`src/rtl/instr_fetch_unit_pkg.sv`:
```
// fetch_pkg: shared fetch-unit types and constants
package fetch_pkg;
  typedef enum logic [1:0] {FETCH, VALID, FAULT} fetch_state_t;
  localparam logic [31:0] INSTR_BYTES = 32'd4;
  localparam logic [31:0] PC_ALIGN_MASK = 32'hFFFF_FFFC;
  localparam logic [31:0] NOP_INSTR = 32'h0000_0013;
endpackage

```
`src/rtl/instr_fetch_unit_if.sv`:
```
// instr_fetch_unit_if: imem, redirect and decode handshake bundle (fetch_count with FETCH_PERF_CNT_EN)
interface instr_fetch_unit_if;
  logic [31:0] imem_addr;
  logic [31:0] imem_rdata;
  logic halt;
  logic redirect_valid;
  logic [31:0] redirect_pc;
  logic [31:0] instr_out;
  logic [31:0] instr_pc;
  logic instr_valid;
  logic instr_ready;
  logic fetch_fault;
`ifdef FETCH_PERF_CNT_EN
  logic [31:0] fetch_count;
  modport master (output imem_addr, instr_out, instr_pc, instr_valid, fetch_fault, fetch_count,
                  input imem_rdata, halt, redirect_valid, redirect_pc, instr_ready);
  modport slave (input imem_addr, instr_out, instr_pc, instr_valid, fetch_fault, fetch_count,
                 output imem_rdata, halt, redirect_valid, redirect_pc, instr_ready);
`else
  modport master (output imem_addr, instr_out, instr_pc, instr_valid, fetch_fault,
                  input imem_rdata, halt, redirect_valid, redirect_pc, instr_ready);
  modport slave (input imem_addr, instr_out, instr_pc, instr_valid, fetch_fault,
                 output imem_rdata, halt, redirect_valid, redirect_pc, instr_ready);
`endif
endinterface

```
`src/rtl/instr_fetch_unit_pc_reg.sv`:
```
// fetch_pc_reg: program counter with reset / redirect / advance / hold next-PC selection
module fetch_pc_reg
  import fetch_pkg::*;
#(
  parameter logic [31:0] RESET_PC = 32'h0000_0000
) (
  input  logic        clk,
  input  logic        reset,
  input  logic        redirect_valid,
  input  logic [31:0] redirect_pc,
  input  logic        advance,
  output logic [31:0] pc
);
  always_ff @(posedge clk)
    pc <= reset ? RESET_PC
        : redirect_valid ? (redirect_pc & PC_ALIGN_MASK)
        : advance ? pc + INSTR_BYTES
        : pc;
endmodule

```
`src/rtl/instr_fetch_unit.sv`:
```
// instr_fetch_unit: PC-driven instruction fetch with decode handshake (fetch_count with FETCH_PERF_CNT_EN)
module instr_fetch_unit
  import fetch_pkg::*;
#(
  parameter logic [31:0] RESET_PC = 32'h0000_0000,
  parameter logic [31:0] IMEM_BYTES = 32'd1024
) (
  input logic clk,
  input logic reset,
  instr_fetch_unit_if.master bus
);
  localparam logic [1:0] ST_FETCH = 2'(FETCH);
  localparam logic [1:0] ST_VALID = 2'(VALID);
  localparam logic [1:0] ST_FAULT = 2'(FAULT);
  logic [1:0] state;
  logic [31:0] pc;
  logic handshake, capture, in_range, fetching;
  fetch_pc_reg #(.RESET_PC(RESET_PC)) u_pc (
    .clk(clk),
    .reset(reset),
    .redirect_valid(bus.redirect_valid),
    .redirect_pc(bus.redirect_pc),
    .advance(handshake),
    .pc(pc)
  );
  assign bus.imem_addr = pc;
  assign bus.instr_valid = state == ST_VALID;
  assign bus.fetch_fault = state == ST_FAULT;
  assign in_range = pc < IMEM_BYTES;
  assign handshake = bus.instr_valid && bus.instr_ready;
  assign fetching = state == ST_FETCH && !bus.halt;
  // a same-cycle redirect wins, so the word addressed by the stale pc is never latched
  assign capture = fetching && in_range && !bus.redirect_valid;
  always_ff @(posedge clk)
    state <= (reset || bus.redirect_valid) ? ST_FETCH
           : fetching ? (in_range ? ST_VALID : ST_FAULT)
           : handshake ? ST_FETCH
           : state;
  always_ff @(posedge clk) begin
    if (reset) begin
      bus.instr_out <= '0;
      bus.instr_pc <= '0;
    end else if (capture) begin
      bus.instr_out <= bus.imem_rdata;
      bus.instr_pc <= pc;
    end
  end
`ifdef FETCH_PERF_CNT_EN
  always_ff @(posedge clk)
    bus.fetch_count <= reset ? 32'd0 : handshake ? bus.fetch_count + 32'd1 : bus.fetch_count;
`endif
endmodule
```
`src/flat_wrapper.sv`:
```
// flat-port wrapper written by rule: the top's interface ports become plain ports
module instr_fetch_unit_flat import fetch_pkg::*;
#(
  parameter logic [31:0] RESET_PC = 32'h0000_0000,
  parameter logic [31:0] IMEM_BYTES = 32'd1024
)
  (clk, reset, bus_imem_addr, bus_instr_out, bus_instr_pc, bus_instr_valid, bus_fetch_fault, bus_imem_rdata, bus_halt, bus_redirect_valid, bus_redirect_pc, bus_instr_ready);
  instr_fetch_unit_if bus_i ();
  input logic clk;
  input logic reset;
  output wire logic [$bits(bus_i.imem_addr)-1:0] bus_imem_addr;
  output wire logic [$bits(bus_i.instr_out)-1:0] bus_instr_out;
  output wire logic [$bits(bus_i.instr_pc)-1:0] bus_instr_pc;
  output wire logic [$bits(bus_i.instr_valid)-1:0] bus_instr_valid;
  output wire logic [$bits(bus_i.fetch_fault)-1:0] bus_fetch_fault;
  input wire logic [$bits(bus_i.imem_rdata)-1:0] bus_imem_rdata;
  input wire logic [$bits(bus_i.halt)-1:0] bus_halt;
  input wire logic [$bits(bus_i.redirect_valid)-1:0] bus_redirect_valid;
  input wire logic [$bits(bus_i.redirect_pc)-1:0] bus_redirect_pc;
  input wire logic [$bits(bus_i.instr_ready)-1:0] bus_instr_ready;
  assign bus_imem_addr = bus_i.imem_addr;
  assign bus_instr_out = bus_i.instr_out;
  assign bus_instr_pc = bus_i.instr_pc;
  assign bus_instr_valid = bus_i.instr_valid;
  assign bus_fetch_fault = bus_i.fetch_fault;
  assign bus_i.imem_rdata = bus_imem_rdata;
  assign bus_i.halt = bus_halt;
  assign bus_i.redirect_valid = bus_redirect_valid;
  assign bus_i.redirect_pc = bus_redirect_pc;
  assign bus_i.instr_ready = bus_instr_ready;
  instr_fetch_unit #(.RESET_PC(RESET_PC), .IMEM_BYTES(IMEM_BYTES)) u_core (.clk(clk), .reset(reset), .bus(bus_i));
endmodule
```
`config.mk`:
```
export PLATFORM = sky130hd
export DESIGN_NAME = instr_fetch_unit_flat
export DESIGN_NICKNAME = d
export VERILOG_FILES = /design/src/rtl/instr_fetch_unit_pkg.sv /design/src/rtl/instr_fetch_unit_if.sv /design/src/rtl/instr_fetch_unit_pc_reg.sv /design/src/rtl/instr_fetch_unit.sv /design/src/flat_wrapper.sv
export SDC_FILE = /design/constraint.sdc
export NUM_CORES = 1
export LEC_CHECK = 0
export CAP_MARGIN = 20
export CORE_UTILIZATION = 45
export DETAILED_ROUTE_END_ITERATION = 16
export PLACE_DENSITY = 0.78
export SYNTH_ARGS = -nofsm -noshare
export SYNTH_HDL_FRONTEND = slang
export SYNTH_HIERARCHICAL = 1
export SYNTH_SLANG_ARGS = --single-unit
```
`constraint.sdc`:
```
create_clock -name clk -period 2.2 [get_ports clk]
set_input_delay 0.44 -clock clk [delete_from_list [all_inputs] [get_ports clk]]
set_output_delay 0.44 -clock clk [all_outputs]
set_load 0.1 [all_outputs]
```
==> results.yml <==
run_status:
  status: "finished clean"
logic_synthesis:
  synth.yosys.seq_area_share_pct: 41.5
  yosys_warnings: 6
  synth_mux_area_share_pct: 9.30
  synthXorXnorAreaFrac_pct: 2.08
  ys_ff_latch: 96
  synth_cell_types: 54
  syn_avg_cell_area_sq_um: 9.18
  synth_compound_area_share_pct: 8.30
  synth_top_family_by_area: "simple AND/OR/NAND/NOR gates"
  synth_area_sq_mm: 0.00463
  synthSimpleGateAreaFrac_pct: 33.0
  synth_adder_area_share_pct: 0.270
  netlist_instances: 504
global_route:
  globalRoute.totalOverflow: 0
  grt_usage_pct: 22.6
  grt_pass1_wl_um: 18700
  antenna_found_initial: 0
  grt_max_degree: 144
  grt_pass1_vias: 3906
routing:
  drtIter0Drc: 156
  via_per_inst: 5.36
  routed_wl_um: 12100
  post_drt_wl_per_cell_um: 15.0
  drc: 0
  drt-pass1-iter-count: 6
  ant_nets: 0
  vias: 4329
die:
  top_level_ports: 167
  core_sq_mm: 0.00986
  rows: 36
  die_area_sq_mm: 0.0107
  dieWidth_um: 103
  chipHeight_um: 103
  initial_core_util_pct: 46.9
critical_path:
  reg2reg_from: "u_core/state[1]"
  critPathMaxFanout: 5
  r2r_end: "u_core/u_pc/pc[17]"
  start_kind: "flip-flop"
  required_ns: 2.48
  arrival_ns: 2.33
  path_cells: "and2b_4 > and2_1 > and3_1 > nand2_1 > or4_1 > a311oi_1"
  cpMaxStageDelayCell: "or4_1"
  cp-end-kind: "flip-flop"
  cpPeakStageDelay_ns: 0.48
  crit_type: "flip-flop to flip-flop"
  r2r_slack_ns: 0.14
  reg2reg_depth: 6
timing:
  fin_crit_sh_pct: 93.4
  rsz0062_at_grt: "false"
  fmax_mhz: 486
  fin_crit_ns: 2.06
  skew_ns: 0.0115
  slew_violations: 0
  setup_ws_ns: 0.144
  whs_ns: 0.477
  hold_viol: 0
  setup-violations-final: 0
final_layout:
  utilization_pct: 65.5
  area_growth_pct: 39.7
  fin_nets: 740
  n_antenna_cell: 0
  drive_gt1_share_pct: 26.1
  final_cell_mix: "118 x buf_4, 84 x nand2b_1, 76 x dfxtp_1, 65 x clkdlybuf4s50_1, 43 x mux2i_1"
  mostFrequentLayoutCell: "buf_4"
clock_tree:
  postCtsResizedCells: 0
  clock_latency_ns: 0.37
  clock-root-buffer: "clkbuf_8"
  cts_tree: "done"
  cts_max_level: 3
  hold_buffers: 0
  cts_buffers: 9
  cts_setup_buffers: 0
  clk_path_buf_depth: 2
  clk_pin_slew_worst_paths_ns: 0.10
  cts.sinks: 96
worst_hold_path:
  hold_depth: 2
  min-delay-start: "u_core/bus.instr_out[6]"
  hp-class: "flip-flop to flip-flop"
  hold_path_end: "u_core/bus.instr_out[6]"
power:
  vdd_drop_max_uv: 365
  p_leak_nw: 2.47
  p_per_area_mw_per_mm2: 560
place:
  dp_hpwl_um: 8680
  port_buffers: 162
  gp_congestion: 0.884
  dpl_worst_slack_ns: -0.145
job:
  cap_violations: 0
==> report_power, final <==
part	leakage (nW)	switching, mW	internal, mW
Combinational	1.59	0.434	0.244
Sequential	0.786	0.0761	1.78
Clock	0.0919	0.658	0.425
Total	2.47	1.17	2.45
==> worst max-delay path by stage <==
stage	depth (start not counted)	start	slack [ns]	endpoint
6_report	6	u_core/state[1]	0.14	u_core/u_pc/pc[17]
5_1_grt	6	u_core/state[1]	0.05	u_core/u_pc/pc[29]
4_1_cts	6	u_core/state[1]	0.16	u_core/u_pc/pc[17]
3_5_place_dp	6	bus_instr_ready	-0.14	u_core/u_pc/pc[17]
3_3_place_gp	6	bus_instr_ready	-0.09	u_core/u_pc/pc[17]
2_1_floorplan	5	u_core/u_pc/pc[12]	-0.06	u_core/u_pc/pc[23]
==> routing by layer <==
metal / up-vias / global-route usage [%] / part of all wire (%)
met5: - / 0 / 0
met4: 0 / 7.37 / 1.1
met3: 16 / 5.31 / 10
met2: 206 / 38.4 / 47
met1: 1981 / 28.2 / 42
li1: 2126 / - / -
==> metrics by stage <==
stage               power [mW]  cell area [sq um]  instances  setup TNS [ns]
floorplan                 2.34               4660        505         -0.0586
CTS                       3.65               6440        808               0
global placement          2.56               6260        792          -0.184
finish                    3.62               6460        808               0
detailed placement        2.57               6260        792          -0.707
global route              3.77               6460        808               0
==> final cells by class <==
type                            instances  area [sq um]
Multi-Input combinational cell        367          2490
Fill cell                             829          3400
Clock buffer                            9           124
Clock inverter                          7          55.1
Timing Repair Buffer                  189          1660
Sequential cell                        96          1950
Tap cell                              133           166
Inverter                                7          26.3
==> state kept, by name, indices dropped and copies added (netlist names) <==
signal	cells
u_core/bus.instr_pc	32
u_core/state	2
u_core/u_pc/pc	30
u_core/bus.instr_out	32
==> logic make-up after synthesis <==
kind of cell	Yosys count
other	1
and+or+nand+nor	255
adders and majority gates	1
buffers and inverters	42
muxes	43
xor gates and xnor gates	11
AOI/OAI and AO/OA	55
DFF	96
==> synth_stat cells (all sizes together) <==
master	instances	area (sq um)
a31oi	2	12.5
a311oi	7	61.3
inv	6	22.5
nor3b	29	218
or3b	2	17.5
and4b	1	10.0
o31ai	2	15.0
nand4b	2	17.5
xnor2	6	52.6
conb	1	3.75
ha	1	12.5
a21o	2	15.0
mux2i	43	430
or2b	1	7.51
or2	1	6.26
a211o	1	8.76
dfxtp	96	1920
and2	3	18.8
xor2	5	43.8
o311ai	1	8.76
buf	15	150
a21oi	13	65.1
nor2b	4	25.0
clkbuf	20	75.1
a2111oi	4	36.3
and2b	1	7.51
o21ai	6	30.0
clkinv	1	3.75
or4	4	30.0
a31o	2	17.5
o211ai	3	22.5
nand3	14	87.6
nand2b	84	526
and3	9	57.6
nor4	16	106
o221ai	1	8.76
or3	4	26.3
nand2	25	93.8
a211oi	11	82.6
nor2	29	109
nor3	7	40.0
nand4	17	106
and4	2	17.5
==> worst max-delay path: cells and delay by family, from the launching register on <==
family	cells	cell delay [ns]
and+or+nand+nor	5	1.35
DFF	1	0.35
AOI/OAI and AO/OA	1	0.25
Note: power is estimated with default switching activity, not from simulation.
